**config.mk**
```make
export PLATFORM = sky130hd
export DESIGN_NAME = mux_scan_seq
export DESIGN_NICKNAME = d
export VERILOG_FILES = /design/src/rtl/mux_scan_pkg.sv /design/src/rtl/mux_scan_next_ch.sv /design/src/rtl/mux_scan_seq.sv
export SDC_FILE = /design/constraint.sdc
export NUM_CORES = 1
export LEC_CHECK = 0
export CORE_ASPECT_RATIO = 1.4
export CORE_MARGIN = 2
export CORE_UTILIZATION = 58
export CTS_CLUSTER_SIZE = 14
export DETAILED_ROUTE_END_ITERATION = 6
export HOLD_SLACK_MARGIN = 0.05
export PLACE_DENSITY_LB_ADDON = 0.3
export SYNTH_ARGS = -nofsm -noshare
export SYNTH_HDL_FRONTEND = slang
export SYNTH_SLANG_ARGS = --single-unit
```
**constraint.sdc**
```tcl
create_clock -name clk -period 2.65 [get_ports clk]
set_clock_uncertainty 0.05 [all_clocks]
set_input_delay 0.795 -clock clk [delete_from_list [all_inputs] [get_ports clk]]
set_output_delay 0.795 -clock clk [all_outputs]
set_load 0.01 [all_outputs]
```
**src/rtl/mux_scan_pkg.sv**
```systemverilog
// Shared types and constants for the mux scan sequencer.
package mux_scan_pkg;

    localparam int SEL_W  = 3;
    localparam int NUM_CH = 8;
    localparam int CNT_W  = 4;

    // Scan sequencer states. The S_ prefix keeps the literals distinct from
    // the SETTLE parameter of the top module.
    typedef enum logic [1:0] {
        S_IDLE   = 2'd0,
        S_SETTLE = 2'd1,
        S_SAMPLE = 2'd2,
        S_DONE   = 2'd3
    } state_t;

endpackage

```
**src/rtl/mux_scan_next_ch.sv**
```systemverilog
// Combinational next-channel finder: the lowest set mask bit strictly above
// cur, or the lowest set bit overall when first is high.
module mux_scan_next_ch
    import mux_scan_pkg::*;
(
    input  logic [NUM_CH-1:0] mask,
    input  logic [SEL_W-1:0]  cur,
    input  logic              first,
    output logic [SEL_W-1:0]  nxt,
    output logic              found
);

    // Descending search so the last hit, the lowest qualifying bit, wins.
    always_comb begin
        nxt   = '0;
        found = 1'b0;
        for (int i = NUM_CH - 1; i >= 0; i--) begin
            if (mask[i] && (first || (i > int'(cur)))) begin
                nxt   = SEL_W'(i);
                found = 1'b1;
            end
        end
    end

endmodule

```
**src/rtl/mux_scan_seq.sv**
```systemverilog
// Scan sequencer: steps the 8-to-1 mux select through the enabled channels,
// waits SETTLE cycles on each, samples mux_out and hands the assembled word
// downstream.
// Handshake: word/word_valid are held stable from the rise of word_valid
// until the edge where word_valid & word_ready are both high; that edge is
// the transfer, and word_ready is ignored while word_valid is low.
module mux_scan_seq
    import mux_scan_pkg::*;
#(
    parameter int SETTLE = 1
)(
    input  logic              clk,
    input  logic              rst,
    input  logic              start,
    input  logic              mode_cont,
    input  logic [NUM_CH-1:0] ch_mask,
    input  logic              mux_out,
    output logic [SEL_W-1:0]  sel,
    output logic              busy,
    output logic [NUM_CH-1:0] word,
    output logic              word_valid,
    input  logic              word_ready,
    output state_t            state_dbg
);

    // Entry state for each channel: skip SETTLE entirely when no wait is set.
    localparam state_t          ENTRY_ST   = (SETTLE == 0) ? S_SAMPLE : S_SETTLE;
    localparam logic [CNT_W-1:0] SETTLE_CNT = CNT_W'(SETTLE);

    state_t             state, state_n;
    logic [CNT_W-1:0]   cnt, cnt_n;
    logic [SEL_W-1:0]   sel_n;
    logic [NUM_CH-1:0]  snap, snap_n;
    logic [NUM_CH-1:0]  shadow, shadow_n;
    logic [NUM_CH-1:0]  word_n;
    logic               valid_n;

    logic [SEL_W-1:0]   first_nxt, adv_nxt;
    logic               first_found, adv_found;

    // Scan start: lowest enabled channel of the live mask.
    mux_scan_next_ch u_first (
        .mask  (ch_mask),
        .cur   ('0),
        .first (1'b1),
        .nxt   (first_nxt),
        .found (first_found)
    );

    // Advance: next enabled channel above the current one in the snapshot.
    mux_scan_next_ch u_adv (
        .mask  (snap),
        .cur   (sel),
        .first (1'b0),
        .nxt   (adv_nxt),
        .found (adv_found)
    );

    assign busy      = (state != S_IDLE);
    assign state_dbg = state;

    // State and datapath registers; reset aborts any scan in progress.
    always_ff @(posedge clk or posedge rst) begin
        if (rst) begin
            state      <= S_IDLE;
            cnt        <= '0;
            sel        <= '0;
            snap       <= '0;
            shadow     <= '0;
            word       <= '0;
            word_valid <= 1'b0;
        end else begin
            state      <= state_n;
            cnt        <= cnt_n;
            sel        <= sel_n;
            snap       <= snap_n;
            shadow     <= shadow_n;
            word       <= word_n;
            word_valid <= valid_n;
        end
    end

    // Next-state and datapath decisions.
    always_comb begin
        state_n  = state;
        cnt_n    = cnt;
        sel_n    = sel;
        snap_n   = snap;
        shadow_n = shadow;
        word_n   = word;
        valid_n  = word_valid;
        case (state)
            S_IDLE: begin
                if (start && first_found) begin
                    snap_n   = ch_mask;
                    shadow_n = '0;
                    sel_n    = first_nxt;
                    cnt_n    = SETTLE_CNT;
                    state_n  = ENTRY_ST;
                end
            end
            S_SETTLE: begin
                if (cnt <= CNT_W'(1)) begin
                    state_n = S_SAMPLE;
                end else begin
                    cnt_n = cnt - 1'b1;
                end
            end
            S_SAMPLE: begin
                shadow_n[sel] = mux_out;
                if (adv_found) begin
                    sel_n   = adv_nxt;
                    cnt_n   = SETTLE_CNT;
                    state_n = ENTRY_ST;
                end else begin
                    word_n  = shadow_n;
                    valid_n = 1'b1;
                    state_n = S_DONE;
                end
            end
            S_DONE: begin
                if (word_ready) begin
                    valid_n = 1'b0;
                    if (mode_cont && first_found) begin
                        snap_n   = ch_mask;
                        shadow_n = '0;
                        sel_n    = first_nxt;
                        cnt_n    = SETTLE_CNT;
                        state_n  = ENTRY_ST;
                    end else begin
                        sel_n   = '0;
                        state_n = S_IDLE;
                    end
                end
            end
            default: begin
                state_n = S_IDLE;
            end
        endcase
    end

endmodule

```
Yosys cells after proc, flatten, opt, wreduce, memory -nomap -nowiden
Cells that the tools add are included.

storage, ports and cells
  register bits after elaboration = 34
  input bits = 14
  output and inout port bits = 15
  word-level logic and storage cells = 112

operators by class
  $add $sub $neg = 1
  order comparisons = 10
  equal/unequal tests = 10
  muxes and demuxes = 61
  bitwise logic cells = 1
  reduce and logical (&&, ||, !) cells = 22

operators by type and width
  kind                                                                           count
  3-bit two-way mux                                                              19
  8-bit two-way mux                                                              6
  8-bit case mux with 3 select lines                                             1
  4-bit two-way mux                                                              5
  1-bit two-way mux                                                              19
  4-bit case mux with 4 select lines                                             1
  8-bit case mux with 2 select lines                                             1
  2-bit != test (second input constant)                                          7
  3-bit > comparator (first input constant)                                      4
  4-bit AND reduction                                                            3
  1-bit logical AND                                                              10
  3-bit case mux with 3 select lines                                             1
  8-bit bitwise mux                                                              1
  2-bit two-way mux                                                              4
  2-bit case mux with 4 select lines                                             1
  2-bit by 3-bit > comparator with 1-bit output (first input constant)           2
  3-bit AND reduction                                                            2
  2-bit nonzero test                                                             3
  5-bit AND reduction                                                            1
  2-bit equality test (second input constant)                                    2
  4-bit by 1-bit <= comparator with 1-bit output (second input constant)         1
  3-bit by 4-bit less-than comparator with 1-bit output (second input constant)  1
  4-bit by 1-bit subtractor with 4-bit output (second input constant)            1
  1-bit demux with 3-bit select                                                  1
  8 further kinds                                                                8

Logic depth before layout (Yosys ltp)
  depth after elaboration = 12
  mapped depth = 7
  mapped depth without buffers = 7

Modules after synthesis
Synthesis repeated with hierarchy kept, for this count alone.

second synthesis, totals
  cell total of the unflattened synthesis = 229
  area, all modules = 2144.6 sq um

by module, submodules not included
  module            times used  cells an instance  area an instance (sq um)  seq. area each (sq um)
  mux_scan_seq      1           153                1644.1                    850.8
  mux_scan_next_ch  2           38                 250.2                     0.0

Worst setup path before layout
OpenSTA, ideal clock, no wires.

  path type = in2reg
  start = input ch_mask[7]
  end = register sel[1]
  library setup time = 0.125 ns
  data arrival time = 2.114 ns
  data required time = 2.475 ns
  path slack = 0.361 ns
  cell stages on the path = 6
  buffers on the path = 1
  cell sequence = or4_1 clkbuf_1 o21ba_1 nor2_4 nor3_2 mux2_4

between the ends
  word-level cells in the longest chain between the ends = 12
  elaborated cells on any way between the ends = 24
  classes of those cells = eq/ne: 1; mux: 20; reduce/logical: 3

RTL lines
  element                             line                    RTL
  start, declared                     mux_scan_seq.sv:16      input logic [NUM_CH-1:0] ch_mask,
  1-bit two-way mux (8 in series)     mux_scan_next_ch.sv:18  if (mask[i] && (first || (i > int'(cur)))) begin
  1-bit logical AND                   mux_scan_seq.sv:124     if (mode_cont && first_found) begin
  3-bit two-way mux                   mux_scan_seq.sv:124
  3-bit two-way mux                   mux_scan_seq.sv:122     if (word_ready) begin
  3-bit case mux with 3 select lines  mux_scan_seq.sv:92      case (state)
  end signal, assigned                mux_scan_seq.sv:75      sel <= sel_n;
  end, declared                       mux_scan_seq.sv:18      output logic [SEL_W-1:0] sel,

Several ways; a longest one is shown, not always the timed one. The select of a mux whose other input is x is not followed.
A chain may end at the register's enable or synchronous reset.

Worst setup path in the final report
Same ends and word-level chain as after synthesis.

==> metrics.cfg <==
[run_status]
status = complete, no violations

[global_routing]
grt_max_degree = 34
grt_pass1_wl_mm = 7.44
overflow = 0
antenna_found_initial = 0
grt_usage_pct = 26.4
grt_pass1_vias = 1637

[synth]
syn_area_per_cell_um2 = 8.83
synth_edf_count = 0
ys_warn_count = 0
seq_area_frac_synth_pct = 41.6
ys_types = 52
synth_seq_cells = 33
syn_inst = 225
synth_area_leaders = dfrtp_1, a21oi_1, nor2_1
yosysMostFrequentCell = dfrtp_1
synth.top_cell.area_share_pct = 41.6
syn-num-nets = 241
synth-async-reset-ratio_pct = 100
syn_area_mm2 = 0.00199
synth_ff_type = dfrtp_1
synth_common_cells = dfrtp_1, nor2_1, a21oi_1, nand2_1, o21ai_0
yosys.area.top_type = dfrtp_1

[worst_setup_path]
critPathLaunch = ch_mask[7]
r2r.worst_path.cells = 6
rr_endpoint = word[7]
cp.arrival_ns = 2.61
crit_required_ns = 2.77
path_class = primary input to flip-flop
endpoint_kind = flip-flop
regToRegSetupSlack_ns = 0.52
start_kind = primary input
worst-path-max-fanout = 6
worstReg2RegStart = sel[1]

[route]
wirelength_mm = 4.51
dr.first_iter.drc_count = 38
antenna_left = 0
drt-met1-wl_mm = 1.96
drc = 0
vias = 1787
viasPerCell = 5.80
wl_met3_um = 143
routed-wl-met2_mm = 2.33
highest_layer = met4
dr.pass1.iters = 4
post_drt_wl_per_cell_um = 14.6

[worst_hold_path]
min_delay_worst_endpoint = word_valid
hold_depth = 1
hold_path_class = flip-flop to flip-flop
min_from = word_valid

[placement]
gp_congestion = 0.816
port-buffer-count = 28
placed_cell_area_mm2 = 0.00240
dpl.cell_count = 300
pre_cts_slack_ns = -0.123
dp.final_hpwl_mm = 3.25

[floorplanning]
rows = 25
die_h_um = 73.2
start_util_pct = 59.9
fp.dieW_um = 53.5
die-area_mm2 = 0.00391
io_pins = 29
coreArea_mm2 = 0.00332

[pwr]
vdd_drop_max_mv = 0.811
p_sw_mw = 1.11
power_density_mw_per_mm2 = 1130
pwr-share-seq_pct = 32.6
pwr-share-clk_pct = 17.1
totalPowerFinal_mw = 2.84
p_int_mw = 1.73
combPwrFrac_pct = 50.3
leakage_nw = 1.14
p_sw_share_pct = 39.2

[timing]
fmax_ghz = 0.402
fin_crit_sh_pct = 93.8
worst_pin_slew_ns = 0.490
finalMaxSlewViolations = 0
setup_viol = 0
fin_tns_setup_ns = 0
grt_setup_unrepaired = false
timing.slew.headroom_pct = 67.3
period_needed_ns = 2.48
finalWorstSetupSlack_ns = 0.165
hold_viol = 0
holdWs_ns = 0.433

[final_layout]
antenna_cells = 0
fillers = 237
final_nets = 283
drive_gt1_share_pct = 14.9
final_area_mm2 = 0.00252
final_cells = 308
final_util_pct = 75.9
area_delta_synth_final_pct = 26.7

[clocking]
cts_tree = yes
path_clk_slew_ns = 0.07
clockBufferDepth = 2
cts-resized-gates = 0
root_buffer = clkbuf_8
ctsHoldBuffers = 0
clock_latency_ns = 0.29
cts-buffers-inserted = 5
h-tree-depth = 2
clock-sinks = 33
post_cts_buffers = 0

[job]
maxCapViolCount = 0

==> kinds of logic after synthesis <==
family                   Yosys count  share of synthesized area (%)
flip-flops                        33                           41.6
multiplexers                      14                           7.56
AND/OR/NAND/NOR                   83                           21.7
adder cells (fa/ha/maj)            2                           1.26
AO/OA/AOI/OAI                     70                           22.8
buffers and inverters             23                           5.04
==> critical path, cell delays in order <==
cell             delay, ns
clkdlybuf4s50_1       0.41
or4_1                 0.64
o21ba_1               0.27
nor2_4                0.11
nor3_2                0.06
mux2_4                0.31
==> layout by cell type (no fill, tap or decap), drive strengths merged, types with 3 or more instances in the layout <==
| cell | Yosys | final |
|---|---|---|
| nor3 | 4 | 4 |
| inv | 11 | 11 |
| a21oi | 24 | 24 |
| clkdlybuf4s50 | 0 | 28 |
| nand2b | 7 | 7 |
| nand2 | 21 | 21 |
| a21o | 7 | 7 |
| o31ai | 5 | 5 |
| o21ai | 16 | 16 |
| or2 | 3 | 3 |
| dfrtp | 33 | 33 |
| nand3 | 3 | 3 |
| clkbuf | 7 | 7 |
| nor2 | 29 | 29 |
| nor2b | 3 | 3 |
| mux2i | 9 | 9 |
| mux2 | 5 | 5 |
| buf | 5 | 19 |
| nand4 | 3 | 3 |
| o2bb2ai | 3 | 3 |
==> how the worst max path moves through the flow <==
| stage | endpoint | cells after the start | slack (ns) |
|---|---|---|---|
| detailed placement | shadow[4] | 7 | -0.12 |
| global placement | sel[1] | 6 | -0.1 |
| CTS | sel[1] | 6 | 0.17 |
| global route | shadow[4] | 7 | 0.09 |
| floorplan | sel[1] | 6 | 0.36 |
| finish | sel[1] | 6 | 0.17 |
==> flip-flops by register name (all words and copies together) (netlist names) <==
register    count
word_valid      1
state_dbg       2
snap            7
sel             3
cnt             4
word            8
shadow          8
==> power groups by stage <==
stage          registers [mW]  clock network [mW]  logic (mW)
3_3_place_gp            0.924                   0        1.39
5_1_grt                 0.956               0.514        1.58
4_1_cts                 0.924               0.491        1.43
2_1_floorplan           0.911                   0       0.928
3_5_place_dp            0.930                   0        1.42
6_report                0.926               0.487        1.43
==> layer usage <==
metal	vias to the layer above	global-route usage [%]
li1	886	-
met1	857	33.2
met2	38	43.5
met3	6	5.53
met4	0	10.3
met5	-	0
==> cell type report <==
type / count / area, um^2 / share of cell area [%]
tap: 40 / 50.0 / 1.99
inverter: 11 / 41.3 / 1.64
clock buffer: 7 / 86.3 / 3.43
sequential: 33 / 826 / 32.8
multi-input combinational: 169 / 1060 / 42.1
timing repair buffer: 47 / 423 / 16.8
clock inverter: 1 / 30.0 / 1.19
No activity file was read; power rests on OpenSTA's default activity.
